File: config.mk
export PLATFORM = sky130hd
export DESIGN_NAME = pc_sequencer
export DESIGN_NICKNAME = d
export VERILOG_FILES = /design/src/rtl/pc_seq_pkg.sv /design/src/rtl/sat_counter.sv /design/src/rtl/pc_sequencer.sv
export SDC_FILE = /design/constraint.sdc
export NUM_CORES = 1
export LEC_CHECK = 0
export CORE_ASPECT_RATIO = 0.75
export CORE_MARGIN = 2
export CORE_UTILIZATION = 46
export CTS_CLUSTER_SIZE = 8
export DETAILED_ROUTE_END_ITERATION = 8
export GPL_TIMING_DRIVEN = 0
export PLACE_DENSITY = 0.79
export SYNTH_ARGS = -nofsm -noshare
export SYNTH_HDL_FRONTEND = slang
export SYNTH_HIERARCHICAL = 1
export SYNTH_SLANG_ARGS = --single-unit
File: constraint.sdc
create_clock -name Clk -period 2.1 [get_ports Clk]
set_input_delay 0.63 -clock Clk [delete_from_list [all_inputs] [get_ports Clk]]
set_output_delay 0.63 -clock Clk [all_outputs]
set_load 0.1 [all_outputs]
File: src/rtl/pc_seq_pkg.sv
// Shared types and constants for the program-counter run-control sequencer.
package pc_seq_pkg;

    typedef enum logic [2:0] {
        IDLE,
        LAUNCH,
        RUN,
        STALL,
        DONE
    } state_e;

    localparam logic [9:0] PROG_BASE0   = 10'd0;
    localparam logic [9:0] PROG_BASE1   = 10'd256;
    localparam logic [9:0] PROG_BASE2   = 10'd512;
    localparam logic [1:0] PROG_INVALID = 2'd3;

    function automatic logic [9:0] prog_base(input logic [1:0] sel);
        logic [9:0] base;
        case (sel)
            2'd1:    base = PROG_BASE1;
            2'd2:    base = PROG_BASE2;
            default: base = PROG_BASE0;
        endcase
        return base;
    endfunction

endpackage

File: src/rtl/sat_counter.sv
// Up-counter with synchronous clear that sticks at all-ones instead of wrapping.
module sat_counter #(
    parameter int W = 8
) (
    input  logic         clk,
    input  logic         rst_n,
    input  logic         clr,
    input  logic         inc,
    output logic [W-1:0] count
);

    logic [W-1:0] count_q;
    logic [W-1:0] count_d;

    always_comb begin
        count_d = count_q;
        if (clr) begin
            count_d = '0;
        end else if (inc && (count_q != {W{1'b1}})) begin
            count_d = count_q + W'(1);
        end
    end

    always_ff @(posedge clk or negedge rst_n) begin
        if (!rst_n) begin
            count_q <= '0;
        end else begin
            count_q <= count_d;
        end
    end

    assign count = count_q;

endmodule

File: src/rtl/pc_sequencer.sv
// Run-control sequencer: launches a stored program and steers the PC each cycle
// (increment, LUT jump, stall hold, halt), with run statistics.
module pc_sequencer
    import pc_seq_pkg::*;
#(
    parameter int L  = 10,
    parameter int CW = 16,
    parameter int BW = 8
) (
    input  logic          Clk,
    input  logic          Reset,
    input  logic          Start,
    input  logic [1:0]    ProgSel,
    input  logic          Halt,
    input  logic          BranchEn,
    input  logic          Flag,
    input  logic [L-3:0]  LutTarget,
    input  logic          StallReq,
    output logic          PcLoad,
    output logic          PcInc,
    output logic [L-1:0]  PcTarget,
    output logic          Busy,
    output logic          Done,
    output logic [CW-1:0] CycleCnt,
    output logic [BW-1:0] BranchCnt
);

    state_e     state_q, state_d;
    logic [1:0] prog_sel_q, prog_sel_d;
    logic       cyc_clr, cyc_inc;
    logic       br_clr, br_inc;

    // PC controls are decoded combinationally so the PC acts on this same edge.
    always_comb begin
        state_d    = state_q;
        prog_sel_d = prog_sel_q;
        PcLoad     = 1'b0;
        PcInc      = 1'b0;
        PcTarget   = '0;
        cyc_clr    = 1'b0;
        cyc_inc    = 1'b0;
        br_clr     = 1'b0;
        br_inc     = 1'b0;
        case (state_q)
            IDLE: begin
                if (Start && (ProgSel != PROG_INVALID)) begin
                    prog_sel_d = ProgSel;
                    state_d    = LAUNCH;
                end
            end
            LAUNCH: begin
                PcLoad   = 1'b1;
                PcTarget = L'(prog_base(prog_sel_q));
                cyc_clr  = 1'b1;
                br_clr   = 1'b1;
                state_d  = RUN;
            end
            RUN: begin
                cyc_inc = 1'b1;
                if (Halt) begin
                    state_d = DONE;
                end else if (StallReq) begin
                    state_d = STALL;
                end else if (BranchEn && Flag) begin
                    PcLoad   = 1'b1;
                    PcTarget = L'(LutTarget);
                    br_inc   = 1'b1;
                end else begin
                    PcInc = 1'b1;
                end
            end
            STALL: begin
                cyc_inc = 1'b1;
                if (!StallReq) begin
                    state_d = RUN;
                end
            end
            DONE: begin
                // Wait for Start to drop so a held request cannot relaunch.
                if (!Start) begin
                    state_d = IDLE;
                end
            end
            default: begin
                state_d = IDLE;
            end
        endcase
    end

    always_ff @(posedge Clk or negedge Reset) begin
        if (!Reset) begin
            state_q    <= IDLE;
            prog_sel_q <= 2'd0;
        end else begin
            state_q    <= state_d;
            prog_sel_q <= prog_sel_d;
        end
    end

    assign Busy = (state_q == LAUNCH) || (state_q == RUN) || (state_q == STALL);
    assign Done = (state_q == DONE);

    sat_counter #(.W(CW)) u_cycle_cnt (
        .clk   (Clk),
        .rst_n (Reset),
        .clr   (cyc_clr),
        .inc   (cyc_inc),
        .count (CycleCnt)
    );

    sat_counter #(.W(BW)) u_branch_cnt (
        .clk   (Clk),
        .rst_n (Reset),
        .clr   (br_clr),
        .inc   (br_inc),
        .count (BranchCnt)
    );

endmodule

==> run metrics <==
vias in the first global route 1,659; total power draw 2810 uW; WS Path Type input pin to output port; list of cells traversed by the critical path buf_8 > nor3_4 > and4_4 > buf_6 > and2_4 > buf_12; synthesized instance count 191; Pins Over Slew Limit 0; most numerous cell types in the synthesized netlist dfrtp_1 (29), a21oi_1 (17), nor2_1 (13); final instance area 2850 um^2; Setup Viol. Count Final 11; Worst EP arrival 1.65 ns; Final HPWL DP 3.13 mm; clock tree from TritonCTS built; # Max-Cap Violations 0; register clock-pin slew on the reported worst setup and hold paths 0.07 ns; Slew headroom 55.9%; vias per std cell 5.78; global routing met1 resource utilization 36.7%; count of nets left with antenna violations after detail routing 0; post-cts hold buffer count 0; Routed wire per std cell 16.5 um; min setup slack post-route -0.183 ns; count of non-filler cells in the finished layout 318; clock root buffer clkbuf_8; mean post-synth cell area 9.26 um^2; type of element capturing the critical path output port; Async S/R FF share, synth 100%; peak fanout along the critical path 5; sum of routed wire length over all layers 5.24 mm; cell depth of the worst flop-to-flop path 7; leakage power total 0.00116 uW; horizontal extent of the die 75.6 um; detailed-router iteration count before antenna repair 4; antenna violations before repair 0; Final Hold Viols 0; leading register cell type out of synthesis dfrtp_1; pin slew with the least headroom to its limit 0.661 ns; logic depth of the worst setup path including buffers 6; top cells by area, synth dfrtp_1 (41%), a21oi_1 (4.8%), and2_1 (3.2%); outcome finished with violations; cell with the most instances after synthesis dfrtp_1; Final nets 284; global placer's final weighted congestion 0.822; count of routing violations after the opening detailed-route iteration 164; family of cells with the greatest summed delay on the critical path simple AND/OR/NAND/NOR gates; initial core utilization 48.3%; cell type with the highest aggregate area in the netlist dfrtp_1; routing usage on met3 5.57%; cell with the largest stage delay on the worst path and4_4; kind of path behind the tightest hold check input pin to asynchronous set/reset pin; RSZ-0062 raised after global routing yes; post-route minimum period 2.28 ns; CP Buf/Inv Count 3; maximum number of pins on one net before global-route repair 30; element type at the critical path start input pin; maximum count of clock buffers along a single path 2; maximum clock rate 438 MHz; count of flip-flops with a built-in enable after synthesis 0; global routing's busiest layer met2; clock skew 0.00969 ns; share of synthesized area occupied by flip-flops and latches 41.0%; total via count in the routed design 1,838; Net Count, Synth 210; proportion of netlist area held by the largest area contributor 41.0%; Max rail drop VDD 1.38 mV; count of unique library cells instantiated by Yosys 48; area of placed instances 2470 um^2; count of pins on the block boundary 55; # clock sinks 29; gr usage total 25.6%; Largest stage delay, worst path 0.28 ns; number of buffers added by the clock tree synthesis step 5; required time of the worst setup path 1.47 ns; floorplan die height 57.7 um; final global-route overflow total 0; insertion delay to the later sink of the worst-skew pair 0.29 ns; Core ar. 3660 um^2; Antenna Diode Count 0; fraction of layout instances using a drive strength above 1 46.2%; global-route met2 utilization 37.8%; Pwr per Cell Area 988 nW/um^2; Placement Rows 19; number of remaining DRC errors 0; mapped cell area 1770 um^2; count of placed standard cells including taps 297; synthesized flop and latch total 29; P&R area growth vs syn 61.1%; Die Outline Area 4360 um^2; violations in the final reports negative setup slack; Synth warnings 6; Port Buffers 54; H-Tree Depth 2; wire length of the first global-routing pass 8.36 mm; post-route clock period utilization 109%
-- power by group --
| part | switching, uW | total (uW) | internal, uW |
|---|---|---|---|
| logic | 1030 | 1570 | 538 |
| registers | 127 | 787 | 659 |
| clock network | 229 | 458 | 229 |
-- cells by family (layout without fill, tap and decap cells) --
kind of cell	after synthesis	count (layout)	synth area share [%]
AND/OR/NAND/NOR	96	96	33.5
AO/OA/AOI/OAI	41	41	15.3
multiplexers	7	7	4.39
flip-flops	29	29	41.0
adder cells (fa/ha/maj)	2	2	1.42
buffers and inverters	16	91	4.39
-- routing by layer --
| metal | vias up | routed length [um] |
|---|---|---|
| li1 | 860 | - |
| met1 | 850 | 2280 |
| met2 | 106 | 2390 |
| met3 | 22 | 407 |
| met4 | 0 | 162 |
| met5 | - | 0 |
-- placed cells by master (no fill, tap or decap), types with 7 or more instances in the layout --
cell | Yosys | layout
a21oi_1 | 17 | 16
nand2_1 | 12 | 11
dfrtp_2 | 0 | 19
nor2b_1 | 7 | 7
clkdlybuf4s15_2 | 0 | 24
clkdlybuf4s50_1 | 0 | 11
buf_4 | 0 | 13
and2_4 | 0 | 8
buf_12 | 0 | 13
dfrtp_1 | 29 | 8
o31ai_1 | 7 | 7
inv_1 | 7 | 7
nor2_1 | 13 | 11
nand4_1 | 7 | 7
-- stage by stage --
stage | utilization [%] | setup slack, ns | setup TNS, ns | hold WS [ns]
after floorplan | - | -0.0588 | -0.173 | 0.334
after global placement | 67.5 | -1.45 | -27.70 | 0.528
after detailed placement | 67.5 | -1.47 | -26.99 | 0.536
after CTS | 75.8 | -0.179 | -1.49 | 0.582
after global routing | 77.8 | -0.211 | -1.94 | 0.427
final | 77.8 | -0.183 | -1.55 | 0.370
-- final timing paths --
| kind | from | end | slack, ns |
|---|---|---|---|
| worst max-delay path | Halt | PcTarget[6] | -0.18 |
| worst min-delay path | Reset | u_cycle_cnt/count[1] | 0.37 |
| worst max register to register | state_q[2] | u_cycle_cnt/count[3] | 0.08 |
| worst min register to register | u_branch_cnt/count[7] | u_branch_cnt/count[7] | 0.58 |
| max in group asynchronous | Reset | u_cycle_cnt/count[0] | 1.25 |
| min in group Clk | u_branch_cnt/count[7] | u_branch_cnt/count[7] | 0.58 |
-- sequential cells by signal (all words and copies together) (netlist names) --
name                count
u_branch_cnt/count      8
u_cycle_cnt/count      16
state_q                 3
prog_sel_q              2
-- area by class of cell --
type | instances | area (um^2)
Multi-Input combinational cell | 146 | 1060
Timing Repair Buffer | 69 | 812
Fill cell | 242 | 812
Sequential cell | 29 | 757
Clock buffer | 6 | 72.6
Tap cell | 52 | 65.1
Buffer | 7 | 45.0
Inverter | 7 | 26.3
Clock inverter | 2 | 10.0
-- timing repair --
item	4_1_cts	5_1_grt
pin swaps	12	6
setup buffers	6	8
gates cloned	1	0
setup endpoints to repair	44	31
resized for setup	209	18
No activity file was read; power rests on OpenSTA's default activity.
